## src/rtl/weight_code_generator_pkg.sv

```systemverilog
`default_nettype none
// ============================================================================
//  Module      : weight_code_pkg
//  Description : Shared types and helpers for the weight code generator.
//                - gen_state_t : generator FSM states.
//                - popcount()  : population count of a word of up to
//                                c_POP_MAX_W bits. Callers zero-extend
//                                narrower words and truncate the result to
//                                their own $clog2(WIDTH+1) bits.
//  Revision    : 1.0 - initial release
// ============================================================================
package weight_code_pkg;

    // Package functions cannot see a module parameter, so popcount works on
    // a fixed maximum width. Zero-extending a word does not change its count.
    localparam int c_POP_MAX_W = 32;
    localparam int c_POP_OUT_W = 6;

    typedef enum logic [1:0] {
        IDLE = 2'd0,
        SCAN = 2'd1,
        EMIT = 2'd2,
        DONE = 2'd3
    } gen_state_t;

    function automatic logic [c_POP_OUT_W-1:0] popcount(
        input logic [c_POP_MAX_W-1:0] word
    );
        logic [c_POP_OUT_W-1:0] acc;
        acc = '0;
        for (int i = 0; i < c_POP_MAX_W; i++) begin
            acc = acc + {{(c_POP_OUT_W-1){1'b0}}, word[i]};
        end
        return acc;
    endfunction

endpackage : weight_code_pkg
`default_nettype wire

```

## src/rtl/weight_code_generator_window_check.sv

```systemverilog
`default_nettype none
// ============================================================================
//  Module      : weight_window_check
//  Description : Combinational test of whether the population count of a
//                word lies in [MIN_W, MAX_W] (unsigned). With the default
//                parameters this is the 2-or-3-of-4 weight detector.
//  Ports       : i_word      [WIDTH-1:0]  candidate word
//                o_in_window              1 when MIN_W <= popcount <= MAX_W
//  Revision    : 1.0 - initial release
// ============================================================================
module weight_window_check
    import weight_code_pkg::*;
#(
    parameter int WIDTH = 4,
    parameter int MIN_W = 2,
    parameter int MAX_W = 3
) (
    input  logic [WIDTH-1:0] i_word,
    output logic             o_in_window
);

    localparam int PCW = $clog2(WIDTH + 1);

    logic [c_POP_MAX_W-1:0] w_word_ext;
    logic [PCW-1:0]         w_pc;
    logic                   w_lo_ok;
    logic                   w_hi_ok;

    always_comb begin
        w_word_ext              = '0;
        w_word_ext[WIDTH-1:0]   = i_word;
    end

    assign w_pc = PCW'(popcount(w_word_ext));

    // Bounds that can never reject a word are resolved at elaboration so no
    // constant-result comparison is built.
    if (MIN_W == 0) begin : g_lo_open
        assign w_lo_ok = 1'b1;
    end else begin : g_lo_cmp
        localparam logic [PCW-1:0] c_MIN = PCW'(MIN_W);
        assign w_lo_ok = (w_pc >= c_MIN);
    end

    if (MAX_W >= WIDTH) begin : g_hi_open
        assign w_hi_ok = 1'b1;
    end else begin : g_hi_cmp
        localparam logic [PCW-1:0] c_MAX = PCW'(MAX_W);
        assign w_hi_ok = (w_pc <= c_MAX);
    end

    assign o_in_window = w_lo_ok && w_hi_ok;

endmodule : weight_window_check
`default_nettype wire

```

## src/rtl/weight_code_generator.sv

```systemverilog
`default_nettype none
// ============================================================================
//  Module      : weight_code_generator
//  Description : On a start pulse, walks every WIDTH-bit word in ascending
//                order and emits, one per valid/ready handshake, each word
//                whose popcount lies in [MIN_W, MAX_W]. Reports the number of
//                words emitted and pulses done when the walk finishes.
//  Ports       : clk, rst (sync, active high)
//                start              begin a run (honoured only in IDLE)
//                o_data [WIDTH-1:0] emitted codeword
//                o_valid            o_data holds a codeword
//                o_ready            consumer accepts o_data
//                busy               high in SCAN or EMIT
//                done               one-cycle pulse at end of run
//                count  [WIDTH:0]   words emitted in current/last run
//  Revision    : 1.0 - initial release
// ============================================================================
module weight_code_generator
    import weight_code_pkg::*;
#(
    parameter int WIDTH = 4,
    parameter int MIN_W = 2,
    parameter int MAX_W = 3
) (
    input  logic             clk,
    input  logic             rst,
    input  logic             start,
    output logic [WIDTH-1:0] o_data,
    output logic             o_valid,
    input  logic             o_ready,
    output logic             busy,
    output logic             done,
    output logic [WIDTH:0]   count
);

    localparam logic [WIDTH-1:0] c_CAND_ONE  = WIDTH'(1);
    localparam logic [WIDTH:0]   c_COUNT_ONE = (WIDTH+1)'(1);

    gen_state_t       r_state;
    gen_state_t       w_state_nxt;
    logic [WIDTH-1:0] r_cand;
    logic [WIDTH-1:0] w_cand_nxt;
    logic [WIDTH-1:0] r_data;
    logic [WIDTH-1:0] w_data_nxt;
    logic             r_valid;
    logic             w_valid_nxt;
    logic             r_busy;
    logic             w_busy_nxt;
    logic             r_done;
    logic             w_done_nxt;
    logic [WIDTH:0]   r_count;
    logic [WIDTH:0]   w_count_nxt;

    logic             w_in_window;
    logic             w_cand_last;

    weight_window_check #(
        .WIDTH (WIDTH),
        .MIN_W (MIN_W),
        .MAX_W (MAX_W)
    ) u_window (
        .i_word      (r_cand),
        .o_in_window (w_in_window)
    );

    // Termination compares against all-ones; r_cand is never incremented
    // past it, so it cannot wrap.
    assign w_cand_last = (r_cand == {WIDTH{1'b1}});

    always_comb begin
        w_state_nxt = r_state;
        w_cand_nxt  = r_cand;
        w_data_nxt  = r_data;
        w_valid_nxt = r_valid;
        w_count_nxt = r_count;

        case (r_state)
            IDLE: begin
                if (start) begin
                    w_cand_nxt  = '0;
                    w_count_nxt = '0;
                    w_state_nxt = SCAN;
                end
            end
            SCAN: begin
                if (w_in_window) begin
                    w_data_nxt  = r_cand;
                    w_valid_nxt = 1'b1;
                    w_state_nxt = EMIT;
                end else if (w_cand_last) begin
                    w_state_nxt = DONE;
                end else begin
                    w_cand_nxt  = r_cand + c_CAND_ONE;
                end
            end
            EMIT: begin
                // o_data/o_valid simply hold until the consumer takes the word.
                if (r_valid && o_ready) begin
                    w_valid_nxt = 1'b0;
                    w_count_nxt = r_count + c_COUNT_ONE;
                    if (w_cand_last) begin
                        w_state_nxt = DONE;
                    end else begin
                        w_cand_nxt  = r_cand + c_CAND_ONE;
                        w_state_nxt = SCAN;
                    end
                end
            end
            DONE: begin
                w_state_nxt = IDLE;
            end
            default: begin
                w_state_nxt = IDLE;
            end
        endcase

        // Status flops are loaded from the next state so they line up
        // exactly with the state they describe.
        w_busy_nxt = (w_state_nxt == SCAN) || (w_state_nxt == EMIT);
        w_done_nxt = (w_state_nxt == DONE);
    end

    always_ff @(posedge clk) begin
        if (rst) begin
            r_state <= IDLE;
            r_cand  <= '0;
            r_data  <= '0;
            r_valid <= 1'b0;
            r_busy  <= 1'b0;
            r_done  <= 1'b0;
            r_count <= '0;
        end else begin
            r_state <= w_state_nxt;
            r_cand  <= w_cand_nxt;
            r_data  <= w_data_nxt;
            r_valid <= w_valid_nxt;
            r_busy  <= w_busy_nxt;
            r_done  <= w_done_nxt;
            r_count <= w_count_nxt;
        end
    end

    assign o_data  = r_data;
    assign o_valid = r_valid;
    assign busy    = r_busy;
    assign done    = r_done;
    assign count   = r_count;

endmodule : weight_code_generator
`default_nettype wire

```

## config.mk

```make
export PLATFORM = sky130hd
export DESIGN_NAME = weight_code_generator
export DESIGN_NICKNAME = d
export VERILOG_FILES = /design/src/rtl/weight_code_generator_pkg.sv /design/src/rtl/weight_code_generator_window_check.sv /design/src/rtl/weight_code_generator.sv
export SDC_FILE = /design/constraint.sdc
export NUM_CORES = 1
export LEC_CHECK = 0
export BUFFER_PORTS_ARGS = -buffer_cell sky130_fd_sc_hd__buf_2
export CAP_MARGIN = 15
export CORE_AREA = 4 4 52 54
export CTS_CLUSTER_DIAMETER = 50
export DETAILED_ROUTE_END_ITERATION = 8
export DIE_AREA = 0 0 56 58
export PLACE_DENSITY = 0.76
export SETUP_SLACK_MARGIN = 0.4
export SYNTH_ARGS = -nofsm -noshare
export SYNTH_HDL_FRONTEND = slang
export SYNTH_HIERARCHICAL = 1
export SYNTH_SLANG_ARGS = --single-unit
```

## constraint.sdc

```tcl
create_clock -name clk -period 3 [get_ports clk]
set_input_delay 0.3 -clock clk [delete_from_list [all_inputs] [get_ports clk]]
set_output_delay 0.3 -clock clk [all_outputs]
set_load 0.005 [all_outputs]
```

==> flow_summary.json, run 1 <==
{
  "post-route-period-util_pct": 80.6,
  "clk_pin_slew_ns": 0.10,
  "ys_types": 34,
  "power.leakage_nw": 0.463,
  "port_buffers": 15,
  "worst_slew_pin_slew_ns": 0.387,
  "dp_hpwl_um": 1450,
  "synth_top_cell_by_area": "dfxtp_1",
  "finalSetupViolCount": 0,
  "synth_area_mm2": 0.00103,
  "die_width_um": 56,
  "timing.fmax_ghz": 0.413,
  "cts_tree": "done",
  "status": "completed",
  "final_nets": 146,
  "nFillCells": 225,
  "dieArea_mm2": 0.00325,
  "fin_setup_tns_ns": 0,
  "clkSinkCount": 18,
  "start_util_pct": 46.7,
  "post_synth.cell_area_avg_um2": 8.76,
  "coreArea_mm2": 0.00221,
  "period_needed_ns": 2.42,
  "wl_per_cell_um": 11.8,
  "finalHoldViolCount": 0,
  "drt-vias-per-instance": 5.21,
  "ys_seq_area_share_pct": 34.9,
  "yosys-top-cells-area": "dfxtp_1 35%, ha_1 8.5%, a21oi_1 4.4%",
  "maxCapViolations": 0,
  "n_antenna_cell": 0,
  "num_rows": 17,
  "grt_use_met3_pct": 2.67,
  "reg2reg_from": "r_cand[0]",
  "peakVddDrop_v": 0.000230,
  "cts_buffers": 3,
  "critPathMaxFanout": 6,
  "grt_overflow": 0,
  "crit_start": "r_cand[0]",
  "synth_ff_type": "dfxtp_1",
  "cts_setup_buffers": 0,
  "gp_congestion": 0.798,
  "hold_slack_ns": 0.361,
  "die_y_um": 58,
  "drtPass1Iterations": 4,
  "cts_buffer_depth": 2,
  "drtIter0Drc": 7,
  "final_antenna_net_count": 0,
  "syn_nets": 130,
  "track_usage_pct": 13.1,
  "ctsResizeCount": 0,
  "rsz0062_at_grt": "false",
  "route.final.wire_length_um": 1890,
  "grtUsageMet2_pct": 23.2,
  "synth_most_common_cell": "dfxtp_1",
  "h-tree-depth": 1,
  "slew_headroom_pct": 74.1,
  "synthToLayoutAreaGrowth_pct": 10.2,
  "ys_ff_latch": 18,
  "ys_warn_count": 6,
  "vias": 834,
  "drive_gt1_share_pct": 18.9,
  "async_reset_ff_share_pct": 0,
  "antenna_found_initial": 0,
  "min_from": "rst",
  "grt_busiest_layer": "met2",
  "met1_usage_pct": 14.9,
  "clock_latency_ns": 0.29,
  "drc": 0,
  "synth_common_cells": "18 x dfxtp_1, 11 x nor2_1, 9 x a21oi_1",
  "ctsHoldBuffers": 0,
  "maxSlewViolCount": 0,
  "grt_max_degree": 18,
  "critPathLaunchType": "flip-flop",
  "root_buffer": "clkbuf_4",
  "skew_ns": 0.00580,
  "grt_pass1_wl_um": 3420,
  "synth_edf_count": 0,
  "grt_pass1_vias": 827,
  "crit_type": "reg -> reg",
  "hp-class": "in -> reg",
  "io_pins": 16,
  "crit_arrival_ns": 2.60,
  "netlist.area_leader.share_pct": 34.9,
  "end_kind": "flip-flop",
  "worstPathRequired_ns": 3.18,
  "power.density_mw_per_mm2": 374,
  "syn-instance-count": 118
}
==> area by class of cell <==
| cell class | count | area (um2) | share of cell area, % |
|---|---|---|---|
| Tap cell | 28 | 35.0 | 3.08 |
| Multi-Input combinational cell | 89 | 616 | 54.1 |
| Clock buffer | 3 | 22.5 | 1.98 |
| Sequential cell | 18 | 360 | 31.6 |
| Inverter | 6 | 22.5 | 1.98 |
| Timing Repair Buffer | 16 | 82.6 | 7.25 |
==> stage by stage <==
step / cell area (um2) / setup WS, ns / util, % / power (mW) / instances
CTS: 1140 / 0.575 / 51.5 / 0.434 / 160
finish: 1140 / 0.581 / 51.5 / 0.426 / 160
detailed placement: 1120 / 0.598 / 50.5 / 0.314 / 157
floorplan: 1030 / 0.578 / - / 0.302 / 118
global route: 1140 / 0.432 / 51.5 / 0.455 / 160
global placement: 1120 / 0.669 / 50.5 / 0.313 / 157
==> layout by cell type (no fill, tap or decap), types with 6 or more instances in the layout <==
cell type / netlist / routed
nor2_1: 11 / 11
nor2b_1: 7 / 7
inv_1: 6 / 6
dfxtp_1: 18 / 18
ha_1: 7 / 7
a21oi_1: 9 / 9
buf_2: 1 / 15
nand3_1: 8 / 8
nand2_1: 8 / 8
==> critical path, stage by stage (launching register included) <==
cell and delay [ns]:
dfxtp_1 0.43, inv_1 0.10, fa_1 0.59, nor2b_4 0.05, xnor2_1 0.13, nor2b_1 0.20, a41oi_1 0.14, o21a_1 0.21
nor2_1 0.11, ha_1 0.23, nor2b_1 0.13
==> report_power, final <==
part           internal [mW]  switching (mW)  leakage, nW  total (mW)
logic                 0.0238          0.0371        0.303      0.0608
registers              0.243         0.00467        0.146       0.248
clock network         0.0467          0.0705       0.0138       0.117
==> final timing paths <==
check | to | slack [ns] | depth (start not counted)
setup / recovery | busy | 0.58 | 10
hold / removal | r_cand[0] | 0.36 | 2
setup reg to reg | busy | 0.58 | 10
hold reg to reg | o_data[0] | 0.46 | 2
==> sequential cells by signal (all words and copies together), names as in the netlist <==
signal	cells
r_cand	4
o_valid	1
busy	1
count	5
r_state	2
done	1
o_data	4
==> per-layer routing <==
layer / part of all wire (%) / routed length (um)
met1: 43 / 811
met2: 51 / 974
met3: 5.0 / 94
met4: 0.63 / 12
met5: 0 / 0
==> cells by family (layout without fill, tap and decap cells) <==
family	after synthesis	count (layout)	share of synthesized area (%)
muxes	4	4	3.87
AOI/OAI and AO/OA	22	22	14.3
buffers and inverters	11	25	5.57
and+or+nand+nor	51	51	27.6
adders and majority gates	8	8	10.4
DFF	18	18	34.9
xor gates and xnor gates	4	4	3.39
Power figures use the tool's default switching activity.
==> run 2, diff against run 1 <==
--- a/config.mk
+++ b/config.mk
@@ -11,7 +11,7 @@
 export CTS_CLUSTER_DIAMETER = 50
 export DETAILED_ROUTE_END_ITERATION = 8
 export DIE_AREA = 0 0 56 58
-export PLACE_DENSITY = 0.76
+export PLACE_DENSITY = 0.78
 export SETUP_SLACK_MARGIN = 0.4
 export SYNTH_ARGS = -nofsm -noshare
 export SYNTH_HDL_FRONTEND = slang
==> constraint.sdc (replaced) <==
create_clock -name clk -period 2.11 [get_ports clk]
set_input_delay 0.211 -clock clk [delete_from_list [all_inputs] [get_ports clk]]
set_output_delay 0.211 -clock clk [all_outputs]
set_load 0.005 [all_outputs]
==> run 2 against run 1 <==
  * The run now ends with setup timing left
  * Maximum frequency rose by 10%
  * Combinational power is 94% higher
  * Utilization up 9.6 points
  * Clock power increased by 85%
  * Critical path depth down 1
  * Critical path type unchanged
  * Largest power group unchanged
  * Highest routed layer unchanged
==> flow_summary.json, run 2 (same netlist as run 1, synthesis figures left out) <==
{
  "rr_endpoint": "r_cand[3]",
  "io_pins": 16,
  "switching_share_pct": 26.8,
  "skew_ns": 0.00522,
  "whs_path_depth": 2,
  "track_usage_pct": 15.4,
  "ctsHoldBuffers": 0,
  "r2r_slack_ns": -0.08,
  "violations": "setup timing",
  "worstPathRequired_ns": 2.31,
  "cts_buffers": 3,
  "port_buffers": 15,
  "hp-class": "in -> reg",
  "clkSinkCount": 18,
  "root_buffer": "clkbuf_4",
  "peakVddDrop_v": 0.000356,
  "largest_reg_flops": 5,
  "antenna_found_initial": 0,
  "start_util_pct": 46.7,
  "gp_congestion": 0.788,
  "switchingPower_uw": 183,
  "nFillCells": 213,
  "clkPwrFrac_pct": 31.5,
  "synthToLayoutAreaGrowth_pct": 30.8,
  "status": "finished with violations",
  "combPwrFrac_pct": 17.3,
  "power.leakage_nw": 0.569,
  "min_from": "rst",
  "cts_buffer_depth": 2,
  "clock_latency_ns": 0.30,
  "end_kind": "flip-flop",
  "coreArea_mm2": 0.00221,
  "worst_slew_pin_slew_ns": 0.324,
  "final_nets": 158,
  "num_rows": 17,
  "post-place-ws_ns": -0.179,
  "internal_power_uw": 502,
  "vias": 928,
  "crit_type": "reg -> reg",
  "grt_overflow": 0,
  "post-route-period-util_pct": 104,
  "power.density_mw_per_mm2": 507,
  "maxSlewViolCount": 0,
  "route.final.wire_length_um": 2330,
  "post_layout_nonfiller_instances": 173,
  "cts_tree": "done",
  "dp_hpwl_um": 1640,
  "finalSetupViolCount": 5,
  "grt_pass1_vias": 870,
  "drc": 0,
  "wl_per_cell_um": 13.5,
  "die_width_um": 56,
  "p_seq_share_pct": 51.3,
  "fin_util_pct": 61.1,
  "layout_common_cells": "15 x buf_2, 13 x dfxtp_1, 9 x nor2_1, 9 x buf_4, 8 x nand3_1",
  "die_y_um": 58,
  "period_needed_ns": 2.19,
  "min_to": "r_cand[0]",
  "clk_pin_slew_ns": 0.10,
  "grt_max_degree": 18,
  "layout_setup_ws_ns": -0.0808,
  "layout.cells.most_common": "buf_2",
  "maxCapViolations": 0,
  "timing.fmax_ghz": 0.456,
  "critPathLaunchType": "flip-flop",
  "reg2reg_from": "r_cand[0]",
  "critPathMaxFanout": 6,
  "grt_pass1_wl_um": 3930,
  "dp.cells": 165,
  "h-tree-depth": 1,
  "slew_headroom_pct": 78.4,
  "rsz0062_at_grt": "true",
  "crit_arrival_ns": 2.39,
  "drtIter0Drc": 22,
  "drt-vias-per-instance": 5.36,
  "drtPass1Iterations": 4,
  "drive_gt1_share_pct": 40.7,
  "n_antenna_cell": 0,
  "r2r_cells": 9,
  "final_antenna_net_count": 0,
  "dieArea_mm2": 0.00325,
  "total_power_uw": 685,
  "finalHoldViolCount": 0
}
==> run 2: changes by cell type in the layout (fill, tap and decap cells not counted), moves of 3 or more <==
cell	delta
buf_4	+8
nand2_1	-3
dfxtp_1	-5
dfxtp_2	+4
buf_6	+4
==> run 2: power groups by stage <==
| stage | combinational [mW] | sequential (mW) | clock, mW |
|---|---|---|---|
| 2_1_floorplan | 0.0745 | 0.359 | 0 |
| 3_3_place_gp | 0.0959 | 0.358 | 0 |
| 3_5_place_dp | 0.101 | 0.358 | 0 |
| 4_1_cts | 0.109 | 0.351 | 0.224 |
| 5_1_grt | 0.132 | 0.352 | 0.241 |
| 6_report | 0.118 | 0.351 | 0.216 |
==> run 2: worst max path at each step <==
stage	cells after the start	slack, ns	startpoint	end
finish	9	-0.08	r_cand[0]	r_cand[3]
global route	10	-0.20	r_cand[0]	busy
CTS	10	-0.09	r_cand[3]	busy
detailed placement	10	-0.18	r_cand[3]	busy
global placement	10	-0.09	r_cand[3]	busy
floorplan	11	-0.11	r_cand[3]	busy
==> run 2: cell type report <==
class / instances / area (um2) / area share (%)
multi-input cells: 89 / 701 / 51.9
flip-flops and latches: 18 / 369 / 27.3
repair buffers: 28 / 188 / 13.9
clock buffers: 4 / 36.3 / 2.69
well taps: 28 / 35.0 / 2.59
inverters: 6 / 22.5 / 1.67
==> run 2: per-layer routing <==
metal / track usage [%] / up-vias / routed length [um]
met5: 0 / - / 0
met4: 6.78 / 0 / 38
met3: 4.45 / 7 / 110
met2: 26.4 / 29 / 1240
met1: 17.9 / 436 / 947
li1: - / 456 / -
==> run 2: worst max-delay path, cell delays in order (launching register included) <==
cell     delay [ns]
dfxtp_2        0.35
inv_2          0.04
fa_1           0.59
nor2b_4        0.07
xnor2_4        0.14
buf_6          0.14
a21oi_4        0.13
and4b_2        0.34
a21oi_2        0.08
a31o_1         0.19
==> run 2: repair_timing <==
item,4_1_cts,5_1_grt
cloned,0,0
endpoints found under the setup margin,17,18
pin swaps,7,7
buffers inserted,3,1
resized for setup,11,11
==> run 2: through the flow <==
step / hold slack, ns / instance area, um2 / TNS (ns)
finish: 0.258 / 1350 / -0.336
global route: 0.269 / 1350 / -0.974
floorplan: 0.280 / 1060 / -0.109
global placement: 0.441 / 1200 / -0.298
CTS: 0.265 / 1310 / -0.133
detailed placement: 0.446 / 1200 / -0.831
